==> src/rtl/dec_scan_pkg.sv <==
// dec_pkg: shared mode encodings and default sizing for the scanning decoder
package dec_pkg;
  localparam logic MODE_DIRECT = 1'b0;
  localparam logic MODE_SCAN = 1'b1;
  localparam int DEF_IN_W = 3;
  localparam int DEF_DWELL = 4;
endpackage

==> src/rtl/dec_scan_if.sv <==
// dec_scan_if: control inputs and registered select outputs of the scanning decoder
interface dec_scan_if #(parameter int IN_W = dec_pkg::DEF_IN_W);
  logic en;
  logic mode;
  logic [IN_W-1:0] in;
  logic [IN_W-1:0] lim;
  logic [2**IN_W-1:0] out;
  logic [IN_W-1:0] idx;
  logic wrap;
  modport master (output en, mode, in, lim, input out, idx, wrap);
  modport slave (input en, mode, in, lim, output out, idx, wrap);
endinterface

==> src/rtl/dec_scan_onehot.sv <==
// dec_onehot: combinational IN_W-to-2^IN_W one-hot decoder with enable
module dec_onehot #(parameter int IN_W = 3) (
  input  logic en,
  input  logic [IN_W-1:0] sel,
  output logic [2**IN_W-1:0] out
);
  localparam int OUT_W = 2**IN_W;
  // one bit set at the selected position, all-zero when disabled
  always_comb out = en ? OUT_W'(1) << sel : '0;
endmodule

==> src/rtl/dec_scan.sv <==
// dec_scan: registered one-hot decoder with direct and dwell-timed auto-scan modes
module dec_scan import dec_pkg::*; #(
  parameter int IN_W = DEF_IN_W,
  parameter int DWELL = DEF_DWELL
) (
  input logic clk,
  input logic rst,
  dec_scan_if.slave bus
);
  localparam int OUT_W = 2**IN_W;
  localparam int CW = $clog2(DWELL + 1);
  logic mode_q;
  logic [CW-1:0] cnt, cnt_d;
  logic [IN_W-1:0] idx_d, nxt;
  logic entry, scan, adv, wrap_d;
  logic [OUT_W-1:0] oh;
  // next index/dwell state; the idx>=lim compare keeps a lowered lim from ever being overrun
  always_comb begin
    scan = bus.mode == MODE_SCAN;
    entry = scan && mode_q == MODE_DIRECT;
    nxt = bus.idx >= bus.lim ? '0 : bus.idx + 1'b1;
    adv = scan && !entry && bus.en && cnt >= CW'(DWELL - 1);
    idx_d = !scan ? bus.in : entry ? '0 : adv ? nxt : bus.idx;
    cnt_d = (!scan || entry || adv) ? '0 : bus.en ? cnt + 1'b1 : cnt;
    wrap_d = adv && nxt == '0;
  end
  dec_onehot #(.IN_W(IN_W)) u_oh (.en(bus.en), .sel(idx_d), .out(oh));
  // state and output registers, reset has priority over everything
  always_ff @(posedge clk) begin
    if (rst) begin
      mode_q <= MODE_DIRECT;
      cnt <= '0;
      bus.idx <= '0;
      bus.out <= '0;
      bus.wrap <= 1'b0;
    end else begin
      mode_q <= bus.mode;
      cnt <= cnt_d;
      bus.idx <= idx_d;
      bus.out <= oh;
      bus.wrap <= wrap_d;
    end
  end
endmodule
==> src/flat_wrapper.sv <==
// flat-port wrapper written by rule: the top's interface ports become plain ports
module dec_scan_flat import dec_pkg::*;
#(
  parameter int IN_W = DEF_IN_W,
  parameter int DWELL = DEF_DWELL
)
  (clk, rst, bus_en, bus_mode, bus_in, bus_lim, bus_out, bus_idx, bus_wrap);
  dec_scan_if #(.IN_W(IN_W)) bus_i ();
  input logic clk;
  input logic rst;
  input wire logic [$bits(bus_i.en)-1:0] bus_en;
  input wire logic [$bits(bus_i.mode)-1:0] bus_mode;
  input wire logic [$bits(bus_i.in)-1:0] bus_in;
  input wire logic [$bits(bus_i.lim)-1:0] bus_lim;
  output wire logic [$bits(bus_i.out)-1:0] bus_out;
  output wire logic [$bits(bus_i.idx)-1:0] bus_idx;
  output wire logic [$bits(bus_i.wrap)-1:0] bus_wrap;
  assign bus_i.en = bus_en;
  assign bus_i.mode = bus_mode;
  assign bus_i.in = bus_in;
  assign bus_i.lim = bus_lim;
  assign bus_out = bus_i.out;
  assign bus_idx = bus_i.idx;
  assign bus_wrap = bus_i.wrap;
  dec_scan #(.IN_W(IN_W), .DWELL(DWELL)) u_core (.clk(clk), .rst(rst), .bus(bus_i));
endmodule
==> config.mk <==
export PLATFORM = sky130hd
export DESIGN_NAME = dec_scan_flat
export DESIGN_NICKNAME = d
export VERILOG_FILES = /design/src/rtl/dec_scan_pkg.sv /design/src/rtl/dec_scan_if.sv /design/src/rtl/dec_scan_onehot.sv /design/src/rtl/dec_scan.sv /design/src/flat_wrapper.sv
export SDC_FILE = /design/constraint.sdc
export NUM_CORES = 1
export LEC_CHECK = 0
export BUFFER_PORTS_ARGS = -buffer_cell sky130_fd_sc_hd__buf_4
export CAP_MARGIN = 5
export CORE_UTILIZATION = 50
export CTS_BUF_LIST = sky130_fd_sc_hd__clkbuf_16
export DETAILED_ROUTE_END_ITERATION = 8
export PLACE_DENSITY = 0.77
export REMOVE_ABC_BUFFERS = 1
export SLEW_MARGIN = 20
export SYNTH_ARGS = -nofsm -noshare
export SYNTH_HDL_FRONTEND = slang
export SYNTH_SLANG_ARGS = --single-unit
export TNS_END_PERCENT = 10
==> constraint.sdc <==
create_clock -name clk -period 3.5 [get_ports clk]
set_input_delay 0.7 -clock clk [delete_from_list [all_inputs] [get_ports clk]]
set_output_delay 0.7 -clock clk [all_outputs]
set_load 0.01 [all_outputs]
# Word level (Yosys, flattened, before mapping)
# Cells that the tools add are included.
dict set report classes {
  reduce_logical 12
  bitwise 2
  addsub 2
  n_lt_le_gt_ge 2
  n_mux 4
  shift 1
}
# cell count
set op_table {}
lappend op_table {{$mux W3} 4}
lappend op_table {{$shl A1 B3 Y8 const A} 1}
lappend op_table {{$add A3 B1 Y3 const B} 2}
lappend op_table {{$logic_and A1 B1 Y1} 5}
lappend op_table {{$reduce_or A2 Y1} 2}
lappend op_table {{$ge A3 B2 Y1 const B} 1}
lappend op_table {{$ge A3 B3 Y1} 1}
lappend op_table {{$logic_not A3 Y1} 1}
lappend op_table {{$logic_not A1 Y1} 2}
lappend op_table {{$logic_or A1 B1 Y1} 2}
lappend op_table {{$not A1 Y1} 2}
dict set report word_totals {
  register_bits 16
  word_cells 28
  inputBits 10
}

# Longest topological paths before layout
# Gate-level depths: netlist (run 1).
dict set report logic_depth {
  word_depth 10
  ltp_mapped 7
  mapped_depth_nobuf 7
}

# Modules after synthesis
# Synthesis (run 1) repeated with hierarchy kept, for this count alone.
dict set report hier_totals {
  cells_unflattened 82
  area_unflattened_um2 819.5
}
# mod cells_per_inst seq_area_each_um2 instances area_each_um2
set by_module_without_submodules {}
lappend by_module_without_submodules {dec_scan 74 320.3 1 724.4}
lappend by_module_without_submodules {dec_onehot 8 0.0 1 95.1}

# Least setup slack after synthesis (run 1)
# OpenSTA, ideal clock, no wires.
dict set report synth_path {
  path_type {input to register}
  start {input port bus_lim[2]}
  end {register u_core.bus.out[0]}
  cell_stages 7
  arrival_time_ps 1976
  path_slack_ps 1389
  path_buffers 0
  cell_sequence {inv_1 -> ha_1 -> a21oi_1 -> o21ai_4 -> or2_1 -> o31ai_1 -> nor3_1}
}
dict set report synth_between {
  elab_chain_len 6
}
# item line_no
set synth_lines {}
lappend synth_lines {{start: declaration} flat_wrapper.sv:14} ;# input wire logic [$bits(bus_i.lim)-1:0] bus_lim;
lappend synth_lines {{$ge A3 B3 Y1} dec_scan.sv:21} ;# nxt = bus.idx >= bus.lim ? '0 : bus.idx + 1'b1;
lappend synth_lines {{$mux W3} dec_scan.sv:21}
lappend synth_lines {{$mux W3 (3 in a row)} dec_scan.sv:23} ;# idx_d = !scan ? bus.in : entry ? '0 : adv ? nxt : bus.idx;
lappend synth_lines {{$shl A1 B3 Y8} dec_scan_onehot.sv:9} ;# always_comb out = en ? OUT_W'(1) << sel : '0;
lappend synth_lines {{end signal: assignment} dec_scan.sv:40} ;# bus.out <= oh;
lappend synth_lines {{end: declaration} dec_scan_if.sv:11} ;# modport slave (input en, mode, in, lim, output out, idx, wrap);
# Every way passes these cells.
# A chain may end at the register's enable or synchronous reset.

# Worst setup path in the final report (run 1)
dict set report layout_path {
  start {input port bus_lim[2]}
  end {register u_core.bus.out[2]}
}
# Same word-level chain as after synthesis.

==> impl_metrics.json, run 1 <==
{
  "status": "completed",
  "synth_top_cell_area_share_pct": 42.1,
  "grt_max_degree": 10,
  "h-tree-depth": 1,
  "syn-cell-area_um2": 761,
  "rsz0062_at_grt": "no",
  "drtPass1Iterations": 4,
  "min_to": "u_core.cnt[2]$_SDFFE_PP0P_",
  "maxSlewViolCount": 0,
  "rr_startpoint": "u_core.bus.idx[0]$_SDFF_PP0_",
  "root_buffer": "clkbuf_16",
  "cts_max_path_buffers": 2,
  "start_util_pct": 56.3,
  "die_area_mm2": 0.00168,
  "drc": 0,
  "reg2reg_slack_ns": 1.49,
  "drt-total-wl_mm": 1.56,
  "path_cells": "buf_4 > inv_1 > ha_1 > a21oi_1 > o21ai_4 > or2_1 > o31ai_1 > nor3_1",
  "synthArstFlopShare_pct": 0,
  "wl_per_cell_um": 13.6,
  "synth_ff_type": "dfxtp_1",
  "place.gp.congestion": 0.825,
  "die_h_um": 41.0,
  "fin_nets": 118,
  "crit-reg2reg-capture": "u_core.bus.out[2]$_SDFF_PP0_",
  "n_antenna_cell": 0,
  "antenna_found_initial": 0,
  "ctsHoldBuffers": 0,
  "ys_ff_latch": 16,
  "final_util_pct": 74.1,
  "die_x_um": 41.0,
  "crit_arrival_ns": 2.20,
  "final_common_cell": "buf_4",
  "cp_data_required_time_ns": 3.61,
  "synth-edff-count": 0,
  "period_minus_slack_ns": 2.09,
  "dp.final_hpwl_mm": 1.15,
  "ys_types": 33,
  "whs_path_depth": 2,
  "slew_headroom_pct": 70.0,
  "drv_cap": 0,
  "viasPerCell": 5.66,
  "grt_pass1_vias": 570,
  "setup_viol": 0,
  "overflow": 0,
  "clkSinkCount": 16,
  "layout_setup_ws_ns": 1.41,
  "cts_tree": "yes",
  "cts_resized": 0,
  "ys_top_cells_by_area": "dfxtp_1 (42%), ha_1 (9.9%), nor3_1 (5.3%)",
  "worst_pin_slew_ns": 0.446,
  "met3_usage_pct": 8.15,
  "whs_ns": 0.504,
  "vias": 651,
  "final.setup.tns_ns": 0,
  "ir_drop_mv": 0.418,
  "path_clk_slew_ns": 0.05,
  "worst_setup_path_end_kind": "flip-flop",
  "finalHoldViolations": 0,
  "max_freq_mhz": 480,
  "reg2reg_depth": 7,
  "final_cell_mix": "buf_4 (21), dfxtp_1 (16), nor3_1 (8)",
  "hp-class": "reg -> reg",
  "pre_cts_slack_ns": 1.16,
  "yosys.area.top_type": "dfxtp_1",
  "syn_to_final_growth_pct": 31.6,
  "post_cts_buffers": 0,
  "yosysWarnings": 0,
  "port_buffers": 21,
  "fp.coreArea_mm2": 0.00135,
  "finalCritPeriodShare_pct": 59.6,
  "syn_inst": 77,
  "met1_usage_pct": 27.1,
  "insertion_delay_ns": 0.24,
  "power_density_mw_per_mm2": 454,
  "met2_usage_pct": 35.5,
  "fin_skew_ns": 0.00121,
  "ioPinCount": 22,
  "min_from": "u_core.cnt[2]$_SDFFE_PP0P_",
  "seq_area_frac_synth_pct": 42.1,
  "crit_path_top_delay_cell": "o31ai_1",
  "grt_pass1_wl_mm": 2.39,
  "crit_type": "in -> reg",
  "grtUsageTotal_pct": 23.0,
  "top_usage_layer": "met2",
  "slowest_delay_ns": 0.40,
  "drive_gt1_share_pct": 32.0,
  "ant_nets": 0,
  "leakagePower_uw": 0.000435,
  "cp_max_fo": 5,
  "initialDrtViolationCount": 6,
  "num_rows": 13,
  "worstSetupStartpointType": "primary input",
  "synth.avg_cell_area_um2": 9.88,
  "cts_made_buffers": 3
}
[worst max path at each step]
stage                     depth (start not counted)                           end  slack, ns        from
after floorplan                                   7  u_core.bus.out[0]$_SDFF_PP0_       1.39  bus_lim[2]
after global placement                            8  u_core.bus.out[2]$_SDFF_PP0_       1.22  bus_lim[2]
after detailed placement                          8  u_core.bus.out[2]$_SDFF_PP0_       1.16  bus_lim[2]
after CTS                                         8  u_core.bus.out[2]$_SDFF_PP0_       1.39  bus_lim[2]
after global routing                              8  u_core.bus.out[6]$_SDFF_PP0_       1.28  bus_lim[2]
final                                             8  u_core.bus.out[2]$_SDFF_PP0_       1.41  bus_lim[2]
[registers in the layout, summed over array words and instances, names as in the netlist]
| name | flops |
|---|---|
| u_core.bus.out | 8 |
| u_core.cnt | 3 |
| u_core.bus.idx | 3 |
| u_core.mode_q | 1 |
| u_core.bus.wrap | 1 |
[per-layer routing]
layer | wire (µm) | part of all wire (%)
met5 | 0 | 0
met4 | 52 | 3.3
met3 | 77 | 4.9
met2 | 732 | 47
met1 | 698 | 45
[worst max-delay path: cells and delay by family]
kind            cells  cell delay [ns]
simple gates        2             0.35
fa+ha+maj           1             0.28
compound gates      3             0.76
buf+inv             2             0.11
[synth_stat cells (all sizes together) (2+ instances only)]
cell    n
nor2    7
xnor2   2
nor2b   3
nor4    2
inv     6
nor3    8
dfxtp  16
nand2   5
ha      6
[cells by family after synthesis]
| kind of cell | count (synthesis) | synth area share, % |
|---|---|---|
| muxes | 1 | 1.32 |
| xor gates and xnor gates | 2 | 2.30 |
| AOI/OAI and AO/OA | 13 | 17.1 |
| and+or+nand+nor | 32 | 22.9 |
| adders and majority gates | 6 | 9.87 |
| DFF | 16 | 42.1 |
| buffers and inverters | 7 | 4.44 |
[layout make-up]
type / count / area, µm²
multi-input cells: 54 / 407
fillers: 103 / 349
flip-flops and latches: 16 / 320
repair buffers: 21 / 158
clock buffers: 3 / 75.1
inverters: 6 / 22.5
well taps: 15 / 18.8
[through the flow]
step | total power (µW) | instances | area [µm²]
2_1_floorplan | 221 | 76 | 749
3_3_place_gp | 240 | 112 | 926
3_5_place_dp | 242 | 112 | 926
4_1_cts | 455 | 115 | 1000
5_1_grt | 468 | 115 | 1000
6_report | 454 | 115 | 1000
[report_power, final]
| part | switching (µW) | internal (µW) |
|---|---|---|
| combinational | 25.5 | 22.8 |
| sequential | 3.68 | 187 |
| clock | 65.7 | 150 |
Power figures use the tool's default switching activity.
==> run 2, diff against run 1 <==
Settings changed: CORE_UTILIZATION 50 to 49, PLACE_DENSITY 0.77 to 0.76.
Clock period 3.5 ns to 2.1 ns, I/O delays scaled along.
==> impl_metrics.json, run 2 (synthesis gave the netlist of run 1 again) <==
{
  "cts_resized": 0,
  "final.setup.tns_ns": 0,
  "post_cts_buffers": 0,
  "die_h_um": 41.4,
  "root_buffer": "clkbuf_16",
  "drtPass1Iterations": 4,
  "cp_max_fo": 6,
  "antenna_found_initial": 0,
  "reg2reg_slack_ns": 0.17,
  "die_x_um": 41.4,
  "vias": 661,
  "multi_input_area_um2": 407,
  "drc": 0,
  "ir_drop_mv": 0.607,
  "cts_made_buffers": 3,
  "whs_path_depth": 2,
  "crit_arrival_ns": 2.09,
  "min_to": "u_core.mode_q$_SDFF_PP0_",
  "grt_max_degree": 10,
  "crit-reg2reg-capture": "u_core.bus.out[1]$_SDFF_PP0_",
  "ioPinCount": 22,
  "grt_pass1_vias": 604,
  "h-tree-depth": 1,
  "n_fill_cell": 110,
  "crit_path_top_delay_cell": "a311o_2",
  "reg2reg_depth": 7,
  "wl_per_cell_um": 13.7,
  "place.gp.congestion": 0.862,
  "whs_ns": 0.407,
  "hp-class": "in -> reg",
  "path_cells": "ha_1 > ha_1 > a211o_1 > nand2_2 > nor4_2 > a311o_2 > nor3_1",
  "insertion_delay_ns": 0.25,
  "status": "completed",
  "final_cell_mix": "buf_4 (24), dfxtp_1 (16), nor3_1 (8)",
  "die_area_mm2": 0.00171,
  "period_minus_slack_ns": 1.93,
  "power_density_mw_per_mm2": 751,
  "crit_type": "reg -> reg",
  "drv_cap": 0,
  "final_common_cell": "buf_4",
  "grt_pass1_wl_mm": 2.73,
  "slew_headroom_pct": 72.1,
  "slowest_delay_ns": 0.41,
  "worstSetupStartpointType": "flip-flop",
  "clkSinkCount": 16,
  "ant_nets": 0,
  "ctsHoldBuffers": 0,
  "drt-total-wl_mm": 1.63,
  "num_rows": 13,
  "crit_path_frequent_cell": "ha_1",
  "worst_setup_path_end_kind": "flip-flop",
  "cts_tree": "yes",
  "reg_top3": "u_core.bus.out x8, u_core.bus.idx x3, u_core.cnt x3",
  "n_antenna_cell": 0,
  "cts_max_path_buffers": 2,
  "worst_pin_slew_ns": 0.419,
  "min_from": "rst",
  "initialDrtViolationCount": 9,
  "port_buffers": 21,
  "overflow": 0,
  "fin_nets": 121,
  "largest_reg_flops": 8,
  "finalHoldViolations": 0,
  "fp.coreArea_mm2": 0.00137,
  "path_clk_slew_ns": 0.05,
  "setup_viol": 0,
  "dp.final_hpwl_mm": 1.27,
  "finalCritPeriodShare_pct": 91.9,
  "leakagePower_uw": 0.000452,
  "maxSlewViolCount": 0,
  "max_freq_mhz": 518,
  "seqCellArea_um2": 320,
  "start_util_pct": 55.7,
  "rr_startpoint": "u_core.cnt[0]$_SDFFE_PP0P_",
  "rsz0062_at_grt": "no",
  "fin_skew_ns": 0.00487,
  "cp_data_required_time_ns": 2.26,
  "top_register": "u_core.bus.out",
  "viasPerCell": 5.55,
  "grtUsageTotal_pct": 21.1,
  "syn_to_final_growth_pct": 35.0,
  "drive_gt1_share_pct": 33.7
}
## run 2: per-layer routing
| metal | up-vias | GRT usage, % | wire (µm) |
|---|---|---|---|
| met1 | 314 | 23.8 | 702 |
| met5 | - | 0 | 0 |
| met3 | 3 | 7.83 | 77 |
| met4 | 0 | 5.81 | 14 |
| met2 | 15 | 36.9 | 833 |
| li1 | 329 | - | - |
## run 2: worst max path at each step
stage,start,to,slack (ns),cells past startpoint
global placement,bus_lim[2],u_core.bus.out[5]$_SDFF_PP0_,0.16,8
detailed placement,bus_lim[2],u_core.bus.out[1]$_SDFF_PP0_,0.12,8
global route,u_core.cnt[0]$_SDFFE_PP0P_,u_core.bus.out[4]$_SDFF_PP0_,0.06,7
CTS,u_core.cnt[0]$_SDFFE_PP0P_,u_core.bus.out[1]$_SDFF_PP0_,0.16,7
finish,u_core.cnt[0]$_SDFFE_PP0P_,u_core.bus.out[1]$_SDFF_PP0_,0.17,7
floorplan,u_core.bus.idx[0]$_SDFF_PP0_,u_core.bus.out[0]$_SDFF_PP0_,0.22,7
## run 2: layout make-up
| cell class | count | share of cell area, % |
|---|---|---|
| repair buffers | 24 | 17.5 |
| well taps | 15 | 1.83 |
| multi-input cells | 54 | 39.6 |
| inverters | 6 | 2.19 |
| clock buffers | 3 | 7.31 |
| flip-flops and latches | 16 | 31.2 |
| clock inverters | 1 | 0.365 |
## run 2: per-stage QoR
stage                     util [%]  total power, µW  instances  area [µm²]  worst slack (ns)
after floorplan                  -              368         76         749             0.222
after global placement        69.4              405        115         948             0.159
after detailed placement      69.4              408        115         948             0.119
after CTS                     75.2              776        119        1030             0.159
after global routing          75.2              798        119        1030            0.0561
final                         75.2              771        119        1030             0.170
## run 2: report_power, final
group          internal (µW)  switching [µW]  total, µW  leakage (µW)
clock network            252             116        369     0.0000385
logic                   41.4            45.9       87.3      0.000284
registers                311            3.83        315      0.000130
total                    605             166        771      0.000452
## run 2: critical path, delay by kind of cell (launching register included)
| family | cells | cell delay (ns) |
|---|---|---|
| AOI/OAI and AO/OA | 2 | 0.72 |
| adders and majority gates | 2 | 0.37 |
| and+or+nand+nor | 3 | 0.42 |
| DFF | 1 | 0.33 |
